`config.mk`:
```
export PLATFORM = sky130hd
export DESIGN_NAME = dmem_arbiter_flat
export DESIGN_NICKNAME = d
export VERILOG_FILES = /design/src/rtl/dmem_arbiter_if.sv /design/src/rtl/dmem_arbiter.sv /design/src/flat_wrapper.sv
export SDC_FILE = /design/constraint.sdc
export NUM_CORES = 1
export LEC_CHECK = 0
export ABC_AREA = 0
export CAP_MARGIN = 40
export CORE_AREA = 2 2 120 122
export DETAILED_ROUTE_END_ITERATION = 8
export DIE_AREA = 0 0 122 124
export PLACE_DENSITY = 0.54
export SYNTH_ARGS = -nofsm -noshare
export SYNTH_HDL_FRONTEND = slang
export SYNTH_SLANG_ARGS = --single-unit
export TNS_END_PERCENT = 10
```
`constraint.sdc`:
```
create_clock -name clk -period 3.7 [get_ports clk]
set_input_delay 0.37 -clock clk [delete_from_list [all_inputs] [get_ports clk]]
set_output_delay 0.37 -clock clk [all_outputs]
set_load 0.01 [all_outputs]
```
`src/rtl/dmem_arbiter_if.sv`:
```
// -----------------------------------------------------------------------------
// dmem_arbiter_if
// Bundles the two requester ports and memory port B for dmem_arbiter.
//
// Handshake (both requesters): a requester raises rX_req with rX_we, rX_addr,
// rX_wdata and rX_be, and holds all of them stable until rX_gnt is high in the
// same cycle. The access completes at the posedge where req & gnt are both 1.
// rX_gnt is combinational. A read returns rX_rvalid/rX_rdata exactly one
// cycle after its grant cycle. A write has no response.
//
// Modports
//   slave  : the arbiter (takes requests and mem_rdata, drives grants,
//            read returns and the memory command).
//   master : the environment (requesters plus the synchronous memory).
// -----------------------------------------------------------------------------
interface dmem_arbiter_if #(
  parameter int ADDR_W = 32,
  parameter int DATA_W = 32
);
  localparam int BE_W = DATA_W / 8;

  // requester 0 (core dmem)
  logic              r0_req;
  logic              r0_we;
  logic [ADDR_W-1:0] r0_addr;
  logic [DATA_W-1:0] r0_wdata;
  logic [BE_W-1:0]   r0_be;
  logic              r0_gnt;
  logic              r0_rvalid;
  logic [DATA_W-1:0] r0_rdata;

  // requester 1 (boot loader / DMA)
  logic              r1_req;
  logic              r1_we;
  logic [ADDR_W-1:0] r1_addr;
  logic [DATA_W-1:0] r1_wdata;
  logic [BE_W-1:0]   r1_be;
  logic              r1_gnt;
  logic              r1_rvalid;
  logic [DATA_W-1:0] r1_rdata;

  // memory port B
  logic [ADDR_W-1:0] mem_addr;
  logic [DATA_W-1:0] mem_wdata;
  logic [BE_W-1:0]   mem_be;
  logic              mem_we;
  logic [DATA_W-1:0] mem_rdata;

  modport slave (
    input  r0_req, r0_we, r0_addr, r0_wdata, r0_be,
    output r0_gnt, r0_rvalid, r0_rdata,
    input  r1_req, r1_we, r1_addr, r1_wdata, r1_be,
    output r1_gnt, r1_rvalid, r1_rdata,
    output mem_addr, mem_wdata, mem_be, mem_we,
    input  mem_rdata
  );

  modport master (
    output r0_req, r0_we, r0_addr, r0_wdata, r0_be,
    input  r0_gnt, r0_rvalid, r0_rdata,
    output r1_req, r1_we, r1_addr, r1_wdata, r1_be,
    input  r1_gnt, r1_rvalid, r1_rdata,
    input  mem_addr, mem_wdata, mem_be, mem_we,
    output mem_rdata
  );
endinterface

```
`src/rtl/dmem_arbiter.sv`:
```
// -----------------------------------------------------------------------------
// dmem_arbiter
// Shares memory port B between requester 0 (core dmem) and requester 1
// (boot loader / DMA). One access per cycle, round-robin with a bounded
// burst: while both request, the last winner keeps the port for at most
// MAX_BURST consecutive grants. The memory command is a combinational mux of
// the winner; read data comes back one cycle after the grant, routed to the
// requester that issued it.
//
// Ports
//   clk    : core clock
//   reset  : asynchronous, active-high reset
//   bus    : dmem_arbiter_if.slave (requester 0/1 ports and memory port B)
//   perf_gnt0/1, perf_wait0/1 (32 bit, only when DMEM_ARB_PERF_EN is defined):
//            grant counts and waiting-cycle counts per requester, wrapping.
//
// Optional feature macro: DMEM_ARB_PERF_EN
// -----------------------------------------------------------------------------
module dmem_arbiter #(
  parameter int ADDR_W    = 32,
  parameter int DATA_W    = 32,
  parameter int MAX_BURST = 4
) (
  input  logic          clk,
  input  logic          reset,
  dmem_arbiter_if.slave bus
`ifdef DMEM_ARB_PERF_EN
  ,
  output logic [31:0]   perf_gnt0,
  output logic [31:0]   perf_gnt1,
  output logic [31:0]   perf_wait0,
  output logic [31:0]   perf_wait1
`endif
);

  localparam int BE_W  = DATA_W / 8;
  localparam int CNT_W = $clog2(MAX_BURST + 1);
  localparam logic [CNT_W-1:0] MAX_CNT = CNT_W'(MAX_BURST);
  localparam logic [CNT_W-1:0] ONE_CNT = CNT_W'(1);

  // arbiter state
  logic             last_q, last_d;
  logic [CNT_W-1:0] cnt_q, cnt_d;
  // read return pipeline
  logic             rpend_q, rpend_d;
  logic             rsel_q, rsel_d;

  // winner of this cycle
  logic              win_valid;
  logic              win_sel;
  logic              win_we;
  logic [ADDR_W-1:0] win_addr;
  logic [DATA_W-1:0] win_wdata;
  logic [BE_W-1:0]   win_be;

  // Grants are held off while reset is high so nothing can be accepted
  // during reset, even if a requester keeps req asserted.
  always_comb begin
    win_valid = 1'b0;
    win_sel   = 1'b0;
    if (!reset) begin
      if (bus.r0_req && bus.r1_req) begin
        win_valid = 1'b1;
        // burst budget exhausted -> hand the port to the other side
        win_sel   = (cnt_q < MAX_CNT) ? last_q : ~last_q;
      end else if (bus.r0_req) begin
        win_valid = 1'b1;
        win_sel   = 1'b0;
      end else if (bus.r1_req) begin
        win_valid = 1'b1;
        win_sel   = 1'b1;
      end
    end
  end

  // memory command mux; idle command is all zeros
  always_comb begin
    win_we    = 1'b0;
    win_addr  = '0;
    win_wdata = '0;
    win_be    = '0;
    if (win_valid) begin
      if (win_sel) begin
        win_we    = bus.r1_we;
        win_addr  = bus.r1_addr;
        win_wdata = bus.r1_wdata;
        win_be    = bus.r1_be;
      end else begin
        win_we    = bus.r0_we;
        win_addr  = bus.r0_addr;
        win_wdata = bus.r0_wdata;
        win_be    = bus.r0_be;
      end
    end
  end

  assign bus.mem_we    = win_we;
  assign bus.mem_addr  = win_addr;
  assign bus.mem_wdata = win_wdata;
  assign bus.mem_be    = win_be;

  assign bus.r0_gnt = win_valid & ~win_sel;
  assign bus.r1_gnt = win_valid &  win_sel;

  // state update: repeat grants saturate at MAX_BURST, a switch restarts at 1
  always_comb begin
    last_d  = last_q;
    cnt_d   = cnt_q;
    rpend_d = win_valid & ~win_we;
    rsel_d  = win_sel;
    if (win_valid) begin
      if (win_sel == last_q) begin
        if (cnt_q < MAX_CNT) begin
          cnt_d = cnt_q + ONE_CNT;
        end
      end else begin
        last_d = win_sel;
        cnt_d  = ONE_CNT;
      end
    end
  end

  // Clearing rpend on reset drops the response of a read granted just
  // before reset, so it never shows up as rvalid.
  always_ff @(posedge clk or posedge reset) begin
    if (reset) begin
      last_q  <= 1'b0;
      cnt_q   <= '0;
      rpend_q <= 1'b0;
      rsel_q  <= 1'b0;
    end else begin
      last_q  <= last_d;
      cnt_q   <= cnt_d;
      rpend_q <= rpend_d;
      rsel_q  <= rsel_d;
    end
  end

  assign bus.r0_rvalid = rpend_q & ~rsel_q;
  assign bus.r1_rvalid = rpend_q &  rsel_q;
  assign bus.r0_rdata  = bus.r0_rvalid ? bus.mem_rdata : '0;
  assign bus.r1_rdata  = bus.r1_rvalid ? bus.mem_rdata : '0;

`ifdef DMEM_ARB_PERF_EN
  logic [31:0] perf_gnt0_q, perf_gnt1_q, perf_wait0_q, perf_wait1_q;

  always_ff @(posedge clk or posedge reset) begin
    if (reset) begin
      perf_gnt0_q  <= '0;
      perf_gnt1_q  <= '0;
      perf_wait0_q <= '0;
      perf_wait1_q <= '0;
    end else begin
      if (bus.r0_gnt) perf_gnt0_q <= perf_gnt0_q + 32'd1;
      if (bus.r1_gnt) perf_gnt1_q <= perf_gnt1_q + 32'd1;
      if (bus.r0_req && !bus.r0_gnt) perf_wait0_q <= perf_wait0_q + 32'd1;
      if (bus.r1_req && !bus.r1_gnt) perf_wait1_q <= perf_wait1_q + 32'd1;
    end
  end

  assign perf_gnt0  = perf_gnt0_q;
  assign perf_gnt1  = perf_gnt1_q;
  assign perf_wait0 = perf_wait0_q;
  assign perf_wait1 = perf_wait1_q;
`endif

endmodule
```
`src/flat_wrapper.sv`:
```
// flat-port wrapper written by rule: the top's interface ports become plain ports
module dmem_arbiter_flat 
#(
  parameter int ADDR_W    = 32,
  parameter int DATA_W    = 32,
  parameter int MAX_BURST = 4
)
  (clk, reset, bus_r0_req, bus_r0_we, bus_r0_addr, bus_r0_wdata, bus_r0_be, bus_r0_gnt, bus_r0_rvalid, bus_r0_rdata, bus_r1_req, bus_r1_we, bus_r1_addr, bus_r1_wdata, bus_r1_be, bus_r1_gnt, bus_r1_rvalid, bus_r1_rdata, bus_mem_addr, bus_mem_wdata, bus_mem_be, bus_mem_we, bus_mem_rdata);
  dmem_arbiter_if #(.ADDR_W(ADDR_W), .DATA_W(DATA_W)) bus_i ();
  input  logic clk;
  input  logic reset;
  input wire logic [$bits(bus_i.r0_req)-1:0] bus_r0_req;
  input wire logic [$bits(bus_i.r0_we)-1:0] bus_r0_we;
  input wire logic [$bits(bus_i.r0_addr)-1:0] bus_r0_addr;
  input wire logic [$bits(bus_i.r0_wdata)-1:0] bus_r0_wdata;
  input wire logic [$bits(bus_i.r0_be)-1:0] bus_r0_be;
  output wire logic [$bits(bus_i.r0_gnt)-1:0] bus_r0_gnt;
  output wire logic [$bits(bus_i.r0_rvalid)-1:0] bus_r0_rvalid;
  output wire logic [$bits(bus_i.r0_rdata)-1:0] bus_r0_rdata;
  input wire logic [$bits(bus_i.r1_req)-1:0] bus_r1_req;
  input wire logic [$bits(bus_i.r1_we)-1:0] bus_r1_we;
  input wire logic [$bits(bus_i.r1_addr)-1:0] bus_r1_addr;
  input wire logic [$bits(bus_i.r1_wdata)-1:0] bus_r1_wdata;
  input wire logic [$bits(bus_i.r1_be)-1:0] bus_r1_be;
  output wire logic [$bits(bus_i.r1_gnt)-1:0] bus_r1_gnt;
  output wire logic [$bits(bus_i.r1_rvalid)-1:0] bus_r1_rvalid;
  output wire logic [$bits(bus_i.r1_rdata)-1:0] bus_r1_rdata;
  output wire logic [$bits(bus_i.mem_addr)-1:0] bus_mem_addr;
  output wire logic [$bits(bus_i.mem_wdata)-1:0] bus_mem_wdata;
  output wire logic [$bits(bus_i.mem_be)-1:0] bus_mem_be;
  output wire logic [$bits(bus_i.mem_we)-1:0] bus_mem_we;
  input wire logic [$bits(bus_i.mem_rdata)-1:0] bus_mem_rdata;
  assign bus_i.r0_req = bus_r0_req;
  assign bus_i.r0_we = bus_r0_we;
  assign bus_i.r0_addr = bus_r0_addr;
  assign bus_i.r0_wdata = bus_r0_wdata;
  assign bus_i.r0_be = bus_r0_be;
  assign bus_r0_gnt = bus_i.r0_gnt;
  assign bus_r0_rvalid = bus_i.r0_rvalid;
  assign bus_r0_rdata = bus_i.r0_rdata;
  assign bus_i.r1_req = bus_r1_req;
  assign bus_i.r1_we = bus_r1_we;
  assign bus_i.r1_addr = bus_r1_addr;
  assign bus_i.r1_wdata = bus_r1_wdata;
  assign bus_i.r1_be = bus_r1_be;
  assign bus_r1_gnt = bus_i.r1_gnt;
  assign bus_r1_rvalid = bus_i.r1_rvalid;
  assign bus_r1_rdata = bus_i.r1_rdata;
  assign bus_mem_addr = bus_i.mem_addr;
  assign bus_mem_wdata = bus_i.mem_wdata;
  assign bus_mem_be = bus_i.mem_be;
  assign bus_mem_we = bus_i.mem_we;
  assign bus_i.mem_rdata = bus_mem_rdata;
  dmem_arbiter #(.ADDR_W(ADDR_W), .DATA_W(DATA_W), .MAX_BURST(MAX_BURST)) u_core (.clk(clk), .reset(reset), .bus(bus_i));
endmodule
```
# Yosys cells after proc, flatten, opt, wreduce, memory -nomap -nowiden
# Index checks and enable logic that the tools add are counted.
classes:
  eq_ne: 2
  reduce_logical: 3
  bitwise_logic: 10
  add_sub_neg: 1
  order_cmp: 1
  mux: 20
op_table:
  columns: ["op", "n"]
  rows:
  - ["$mux W32", 6]
  - ["$mux W1", 10]
  - ["$mux W4", 2]
  - ["$mux W3", 2]
  - ["$and A1 B1 Y1", 5]
  - ["$not A1 Y1", 5]
  - ["$reduce_and A2 Y1", 2]
  - ["$add A3 B1 Y3 const B", 1]
  - ["$lt A3 B3 Y1 const B", 1]
  - ["$ne A2 B2 Y1 const B", 1]
  - ["$eq A1 B1 Y1", 1]
  - ["$logic_and A1 B1 Y1", 1]
totals:
  register_bits: 6
  input_bits: 174

# Longest topological paths before layout
# Gate-level depths: netlist (run 1).
depth:
  depth_word: 8
  ltp_mapped: 6

# Worst setup path after synthesis (run 1)
# OpenSTA, ideal clock, no wires.
synth_timing:
  path_type: "input-to-output"
  startpoint: "input bus_r1_req"
  endpoint: "output bus_mem_addr[10]"
  arrival_time_ps: 1486
  n_path_buf: 2
  path_slack_ps: 1844
  stages: 5
  required_time_ps: 3330
  path_cell_list: "clkbuf_1 > inv_1 > a211oi_2 > clkbuf_1 > a22o_1"
synth_via:
  elab_chain_cells: 6
  word_cells_on_any_way: 10
  classes_between: "mux (9); reduce/logical (1)"
synth_rtl:
  columns: ["element", "line_no", "rtl"]
  rows:
  - ["start, declared", "flat_wrapper.sv:20", "input wire logic [$bits(bus_i.r1_req)-1:0] bus_r1_req;"]
  - ["$mux W1", "dmem_arbiter.sv:69", "end else if (bus.r1_req) begin"]
  - ["$mux W1", "dmem_arbiter.sv:66", "end else if (bus.r0_req) begin"]
  - ["$mux W1", "dmem_arbiter.sv:62", "if (bus.r0_req && bus.r1_req) begin"]
  - ["$mux W1", "dmem_arbiter.sv:61", "if (!reset) begin"]
  - ["$mux W32", "dmem_arbiter.sv:83", "if (win_sel) begin"]
  - ["$mux W32 (*)", "dmem_arbiter.sv:82", "if (win_valid) begin"]
  - ["end, declared", "flat_wrapper.sv:28", "output wire logic [$bits(bus_i.mem_addr)-1:0] bus_mem_addr;"]
# Every way passes the cells marked *; elsewhere a longest branch is shown, timed or not.

# Final worst setup path (run 1)
layout_timing:
  startpoint: "register u_core.cnt_q[2]"
  endpoint: "output bus_mem_wdata[29]"
layout_via:
  elab_chain_cells: 6
layout_rtl:
  columns: ["element", "line_no", "rtl"]
  rows:
  - ["start, declared", "dmem_arbiter.sv:43", "logic [CNT_W-1:0] cnt_q, cnt_d;"]
  - ["start signal, assigned", "dmem_arbiter.sv:133", "cnt_q <= cnt_d;"]
  - ["$lt A3 B3 Y1", "dmem_arbiter.sv:65", "win_sel = (cnt_q < MAX_CNT) ? last_q : ~last_q;"]
  - ["$mux W1", "dmem_arbiter.sv:65", null]
  - ["$mux W1", "dmem_arbiter.sv:62", null]
  - ["$mux W1", "dmem_arbiter.sv:61", null]
  - ["$mux W32", "dmem_arbiter.sv:83", null]
  - ["$mux W32", "dmem_arbiter.sv:82", null]
  - ["end, declared", "flat_wrapper.sv:29", "output wire logic [$bits(bus_i.mem_wdata)-1:0] bus_mem_wdata;"]
# Every way passes these cells.

==> summary.md, run 1 <==
| Metric | Value |
|---|---|
| Worst reg2reg endpoint | u_core.rpend_q |
| Vias in the first global route | 2776 |
| Initial antenna violation count | 1 |
| Post-synth EDFFs | 0 |
| Kind of critical path | flop to output pin |
| Final net count | 690 |
| Buf/Inv on CP | 2 |
| Cell depth of the worst min-delay path | 1 |
| Final Critical Period | 2960 ps |
| Cell family with most CP delay | buffers and inverters |
| First-pass GRT wire length | 15.7 mm |
| DR WL/cell | 17.0 microns |
| Antenna fix cells | 0 |
| Hpwl dp | 9.88 mm |
| Flop2flop setup slack | 2100 ps |
| Post-DR vias/cell | 4.25 |
| Warnings, synthesis | 0 |
| M1 WL | 4.33 mm |
| IO Port Bufs | 310 |
| Switching power | 489 uW |
| Post-synth top area cell | a22o_1 |
| Critical path launch point type | flop |
| Met3 routed WL | 1.10 mm |
| CTS root buf | clkbuf_16 |
| Slew HR | 0.403 |
| CTS sink cnt | 6 |
| Synth cell types | 32 |
| Buffers from clock root to sink, at most | 2 |
| Outcome | completed |
| DR iter-0 viols | 97 |
| Max Cap Viol | 0 |
| Die ar. | 15100 sq um |
| RSZ-0062 raised after global routing | false |
| Place WS | 774 ps |
| Post-CTS resize count | 0 |
| FF-to-FF path depth | 3 |
| Post-CTS setup buffers | 0 |
| Htree depth | 1 |
| Worst Skew | 1.96 ps |
| Worst EP required | 3330 ps |
| Post-synthesis net count | 398 |
| Average size of a mapped cell | 7.47 sq um |
| Num CTS Buffers | 3 |
| Die H | 124 microns |
| Final hold violation count | 0 |
| Crit path depth | 5 |
| WL met2 | 6.29 mm |
| Cell with the most instances after synthesis | a22o_1 |
| Via count | 2947 |
| Async set-reset flop share out of synthesis | 1.00 |
| Area growth from synthesis to final layout | 200% |
| CTS tree | done |
| Worst-path clk slew | 30 ps |
| Dominant synthesized flop cell | dfrtp_1 |
| RePlAce Congestion | 0.803 |
| Gate Count Post-Synth | 223 |
| Remaining global-route overflow | 0 |
| Yosys top cell area share | 0.342 |
| PnR worst setup slack | 740 ps |
| Peak VDD IR | 0.164 mV |
| Slew @ Worst Pin | 893 ps |
| Synth Cell Area | 1670 sq um |
| Seq cells post-synth | 6 |
| Largest net degree at the start of global routing | 67 |
| WP data arrival | 2590 ps |
| Initial Utilization | 0.121 |
| Setup TNS | 0 ps |
| Die W | 122 microns |
| Max incr delay on CP | 610 ps |
| Core Area | 13700 sq um |
| Seq pwr share | 0.104 |
| Final setup violation count | 0 |
| Combinational Power Share | 0.764 |
| Fmax | 0.338 GHz |
| First-pass detailed-route iteration total | 4 |
| Switching share of power | 0.373 |
| Largest cells by area after synthesis | a22o_1 34%, and2_1 12%, and3_1 12% |
| Final ANT Viol Nets | 0 |
| WL final | 11.8 mm |
| Final Cycle Share | 0.800 |
| CP Cell Sequence | xor2_1 > a211oi_4 > buf_12 > a22o_1 > clkdlybuf4s50_1 |
| Gr usage total | 0.133 |
| Crit end category | output pin |
| Power per cell area | 262 nW/um^2 |
| Min-delay src | u_core.cnt_q[1] |
| Internal | 820 uW |
| Power share of the clock group | 0.133 |
| Share of layout cells above drive strength 1 | 0.0253 |
| Top-Level Pins | 311 |
| Cts hold-fix bufs | 0 |
| Pleak | 1.98 nW |
| Top layer in use | met4 |
| Row count | 43 |
| Reg2reg start | u_core.last_q |
| Worst skew pair latency | 230 ps |
| Drc violations | 0 |
| Max Fanout on Critical Path | 66 |
| Critical-path top delay cell | clkdlybuf4s50_1 |
| Hold crit path type | flop to flop |
| Most common library cells after synthesis | 65 x a22o_1, 33 x and2_1, 32 x and3_1 |
| Total power | 1.31 mW |
| Worst hold endpoint | u_core.cnt_q[1] |
| Register area share after synthesis | 0.0902 |
| Final slew viol count | 0 |
[logic make-up after synthesis]
family / synth area share
flops: 0.0902
mux: 0.00601
simple gates: 0.300
compound gates: 0.473
buf+inv: 0.109
fa+ha+maj: 0.00751
xor+xnor: 0.0150
[power groups by stage]
stage	sequential, mW	clock (mW)	combinational, mW
floorplan	0.111	0	0.454
global placement	0.132	0	1.00
detailed placement	0.134	0	1.01
CTS	0.134	0.176	1.01
global route	0.141	0.179	1.07
finish	0.136	0.174	0.999
[worst reg2reg max path, stage by stage, from the launching register on]
cell	delay, ps
dfrtp_1	600
xor2_1	540
a211o_1	210
a21oi_1	90
[stage by stage]
step / instance area, sq um / std cells / util / hold WS (ps)
floorplan: 1670 / 223 / - / 412
global placement: 4920 / 690 / 0.359 / 491
detailed placement: 4920 / 690 / 0.359 / 495
CTS: 5000 / 693 / 0.364 / 509
global route: 5000 / 693 / 0.364 / 556
finish: 5000 / 693 / 0.364 / 523
[how the worst max path moves through the flow]
stage | endpoint | slack, ps | from
2_1_floorplan | bus_mem_addr[10] | 1840 | bus_r1_req
3_3_place_gp | bus_mem_wdata[27] | 790 | reset
3_5_place_dp | bus_mem_wdata[29] | 770 | reset
4_1_cts | bus_mem_wdata[29] | 730 | u_core.cnt_q[2]
5_1_grt | bus_mem_wdata[27] | 580 | u_core.last_q
6_report | bus_mem_wdata[29] | 740 | u_core.cnt_q[2]
[routing by layer]
metal | vias to the layer above | track usage
li1 | 1437 | -
met1 | 1349 | 0.151
met2 | 151 | 0.251
met3 | 10 | 0.0389
met4 | 0 | 0.0151
met5 | - | 0
[layout by cell type, fill, tap and decap left out, types with 3 or more instances in the layout]
cell / instances
nand2_1: 10
inv_1: 3
o21ai_0: 3
clkdlybuf4s50_1: 310
clkbuf_16: 3
and2_1: 33
a21oi_1: 11
o21a_1: 4
and3_1: 32
dfrtp_1: 6
a211o_1: 3
a22o_1: 65
buf_4: 5
[final cells by class]
class / count / area, sq um
fill: 1418 / 8720
timing repair buffer: 317 / 3180
multi-input combinational: 184 / 1350
tap: 180 / 225
sequential: 6 / 150
clock buffer: 3 / 75.1
inverter: 3 / 11.3
[registers in the layout, summed over array words and instances, names as in the netlist]
register / flops
u_core.rpend_q: 1
u_core.last_q: 1
u_core.rsel_q: 1
u_core.cnt_q: 3
Note: power is estimated with default switching activity, not from simulation.
==> run 2, diff against run 1 <==
--- a/config.mk
+++ b/config.mk
@@ -7,10 +7,10 @@
 export LEC_CHECK = 0
 export ABC_AREA = 0
 export CAP_MARGIN = 40
-export CORE_AREA = 2 2 120 122
+export CORE_AREA = 2 2 122 124
 export DETAILED_ROUTE_END_ITERATION = 8
-export DIE_AREA = 0 0 122 124
-export PLACE_DENSITY = 0.54
+export DIE_AREA = 0 0 124 126
+export PLACE_DENSITY = 0.55
 export SYNTH_ARGS = -nofsm -noshare
 export SYNTH_HDL_FRONTEND = slang
 export SYNTH_SLANG_ARGS = --single-unit
==> constraint.sdc (replaced) <==
create_clock -name clk -period 2.66 [get_ports clk]
set_input_delay 0.266 -clock clk [delete_from_list [all_inputs] [get_ports clk]]
set_output_delay 0.266 -clock clk [all_outputs]
set_load 0.01 [all_outputs]
==> run 2 against run 1 <==
Against the previous run: critical path depth rose by 1; clock-buffer cell count did not move; combinational power rose by 48%; die area rose by 3.3%; power rose by 44%; final cell count rose by 1.7%; clock skew barely moved; register-to-register slack got worse by 910 ps; via count rose by 0.61%; sequential share of layout area barely moved; flip-flop and latch count did not move; non-clock buffer count rose by 8; critical endpoint is now bus_mem_wdata[20].
==> summary.md, run 2 (same netlist as run 1, synthesis figures left out) <==
| Metric | Value |
|---|---|
| Outcome | completed |
| Final net count | 698 (+1.2%) |
| Post-route core utilization | 0.354 (-0.00970) |
| Reg2reg start | u_core.last_q |
| CTS sink cnt | 6 (unchanged) |
| Hpwl dp | 9.58 mm (-3.0%) |
| Power per cell area | 371 nW/um^2 (+42%) |
| Hold crit path type | flop to flop |
| Worst Skew | 2.39 ps (+0.424 ps) |
| Most frequent cells in the layout | 310 x clkdlybuf4s50_1, 65 x a22o_1, 33 x and2_1 |
| Cts hold-fix bufs | 0 (unchanged) |
| Final Critical Period | 2600 ps |
| Worst-path clk slew | 30 ps (about the same) |
| DR WL/cell | 16.9 microns (-0.61%) |
| Switching share of power | 0.370 (-0.00371) |
| Crit end category | output pin |
| Slew HR | 0.685 (+0.282) |
| Largest net degree at the start of global routing | 67 (unchanged) |
| Commonest non-fill, non-tap cell in the layout | clkdlybuf4s50_1 |
| Flop2flop setup slack | 1190 ps (-910 ps) |
| CTS root buf | clkbuf_16 |
| Internal | 1.19 mW (+45%) |
| Placed Area | 4960 sq um (+0.86%) |
| Die ar. | 15600 sq um (+3.3%) |
| Fmax | 0.385 GHz |
| First-pass GRT wire length | 16.5 mm (+5.3%) |
| WL final | 11.9 mm (+1.1%) |
| Switching power | 696 uW (+42%) |
| Power share of the clock group | 0.129 (-0.004) |
| Max Cap Viol | 0 (unchanged) |
| FF-to-FF path depth | 4 (+1) |
| Place WS | 177 ps (-597 ps) |
| Pleak | 2.03 nW (+2.3%) |
| Antenna fix cells | 0 (unchanged) |
| Cell depth of the worst min-delay path | 1 (unchanged) |
| Post-DR vias/cell | 4.21 (-1.1%) |
| Worst hold endpoint | u_core.cnt_q[1] |
| Row count | 44 (+2.3%) |
| IO Port Bufs | 310 (unchanged) |
| Initial Utilization | 0.116 (-0.00504) |
| Final Cycle Share | 0.977 |
| Kind of critical path | flop to output pin |
| First-pass detailed-route iteration total | 6 (+2) |
| Combinational Power Share | 0.787 (+0.023) |
| CTS tree | done |
| Total power | 1.88 mW (+44%) |
| Top-Level Pins | 311 (unchanged) |
| Peak VDD IR | 0.331 mV (+100%) |
| Htree depth | 1 (unchanged) |
| Core Area | 14300 sq um (+4.3%) |
| Critical path launch point type | flop |
| Max Fanout on Critical Path | 33 (-50%) |
| Area growth from synthesis to final layout | 205% |
| Final ANT Viol Nets | 0 (unchanged) |
| Worst skew pair latency | 230 ps (about the same) |
| Initial antenna violation count | 0 (-1) |
| DR iter-0 viols | 110 (+13%) |
| Gr usage total | 0.133 (+0.000447) |
| Biggest register | u_core.cnt_q |
| Max reg flops | 3 (unchanged) |
| Seq pwr share | 0.084 (-0.020) |
| Worst EP required | 2390 ps (-940 ps) |
| Via count | 2965 (+0.61%) |
| PnR worst setup slack | 61.6 ps (-679 ps) |
| Die W | 124 microns (+1.6%) |
| Buffers from clock root to sink, at most | 2 (unchanged) |
| Worst reg2reg endpoint | u_core.rsel_q |
| Share of layout cells above drive strength 1 | 0.0403 (+0.0150) |
| Final hold violation count | 0 (unchanged) |
| WP data arrival | 2330 ps (-260 ps) |
| Drc violations | 0 (unchanged) |
| Remaining global-route overflow | 0 (unchanged) |
| Final setup violation count | 0 (unchanged) |
| Min-delay src | u_core.cnt_q[1] |
| Vias in the first global route | 2857 (+2.9%) |
| Num CTS Buffers | 3 (unchanged) |
| Die H | 126 microns (+1.6%) |
| Slew @ Worst Pin | 470 ps (-423 ps) |
| Fin Hold WS | 536 ps (+13.2 ps) |
| RePlAce Congestion | 0.849 (+5.7%) |
| Finished layout cell area | 5070 sq um (+1.6%) |
| Final slew viol count | 0 (unchanged) |
-- run 2: changes by cell type in the layout (fill, tap and decap cells not counted) --
cell | before | now
clkbuf_16 | 3 | 4
buf_8 | 0 | 1
buf_12 | 2 | 1
buf_4 | 5 | 12
-- run 2: cell type report --
type | instances | area, sq um
tap | 184 | 230
sequential | 6 | 150
fill | 1479 | 9240
clock buffer | 3 | 75.1
inverter | 3 | 11.3
timing repair buffer | 325 | 3250
multi-input combinational | 184 | 1350
-- run 2: worst max-delay path by stage --
stage	start	end	slack, ps	depth (start not counted)
floorplan	u_core.last_q	bus_mem_addr[16]	920	5
global placement	bus_r0_req	bus_mem_wdata[20]	150	6
global route	u_core.last_q	bus_mem_wdata[20]	-5	6
detailed placement	bus_r0_req	bus_mem_addr[14]	180	6
finish	u_core.last_q	bus_mem_wdata[20]	60	6
CTS	u_core.cnt_q[2]	bus_mem_wdata[20]	80	5
-- run 2: routing by layer --
layer,global-route usage,vias up,part of all wire
met3,0.0308,12,0.089
met2,0.252,141,0.52
li1,-,1451,-
met4,0.0139,0,0.0083
met1,0.155,1361,0.38
met5,0,-,0
-- run 2: through the flow --
stage | setup TNS (ps) | cells
floorplan | 0 | 223
global placement | 0 | 699
detailed placement | 0 | 699
CTS | 0 | 702
global route | -4.55 | 705
finish | 0 | 705
-- run 2: critical path, stage by stage (launching register included) --
cell and delay (ps):
dfrtp_1 410, xnor2_2 430, a211oi_4 120, buf_4 160, clkbuf_16 190, a22o_1 250
clkdlybuf4s50_1 510
-- run 2: power groups by stage --
stage / Sequential, mW / Clock, mW / Combinational [mW]
6_report: 0.158 / 0.243 / 1.48
5_1_grt: 0.163 / 0.250 / 1.59
3_3_place_gp: 0.157 / 0 / 1.45
3_5_place_dp: 0.158 / 0 / 1.46
2_1_floorplan: 0.155 / 0 / 0.632
4_1_cts: 0.158 / 0.245 / 1.47
-- run 2: timing repair --
action | 4_1_cts | 5_1_grt
endpoints found under the setup margin | 0 | 13
gates resized for setup | 0 | 3
buffers inserted | 0 | 2
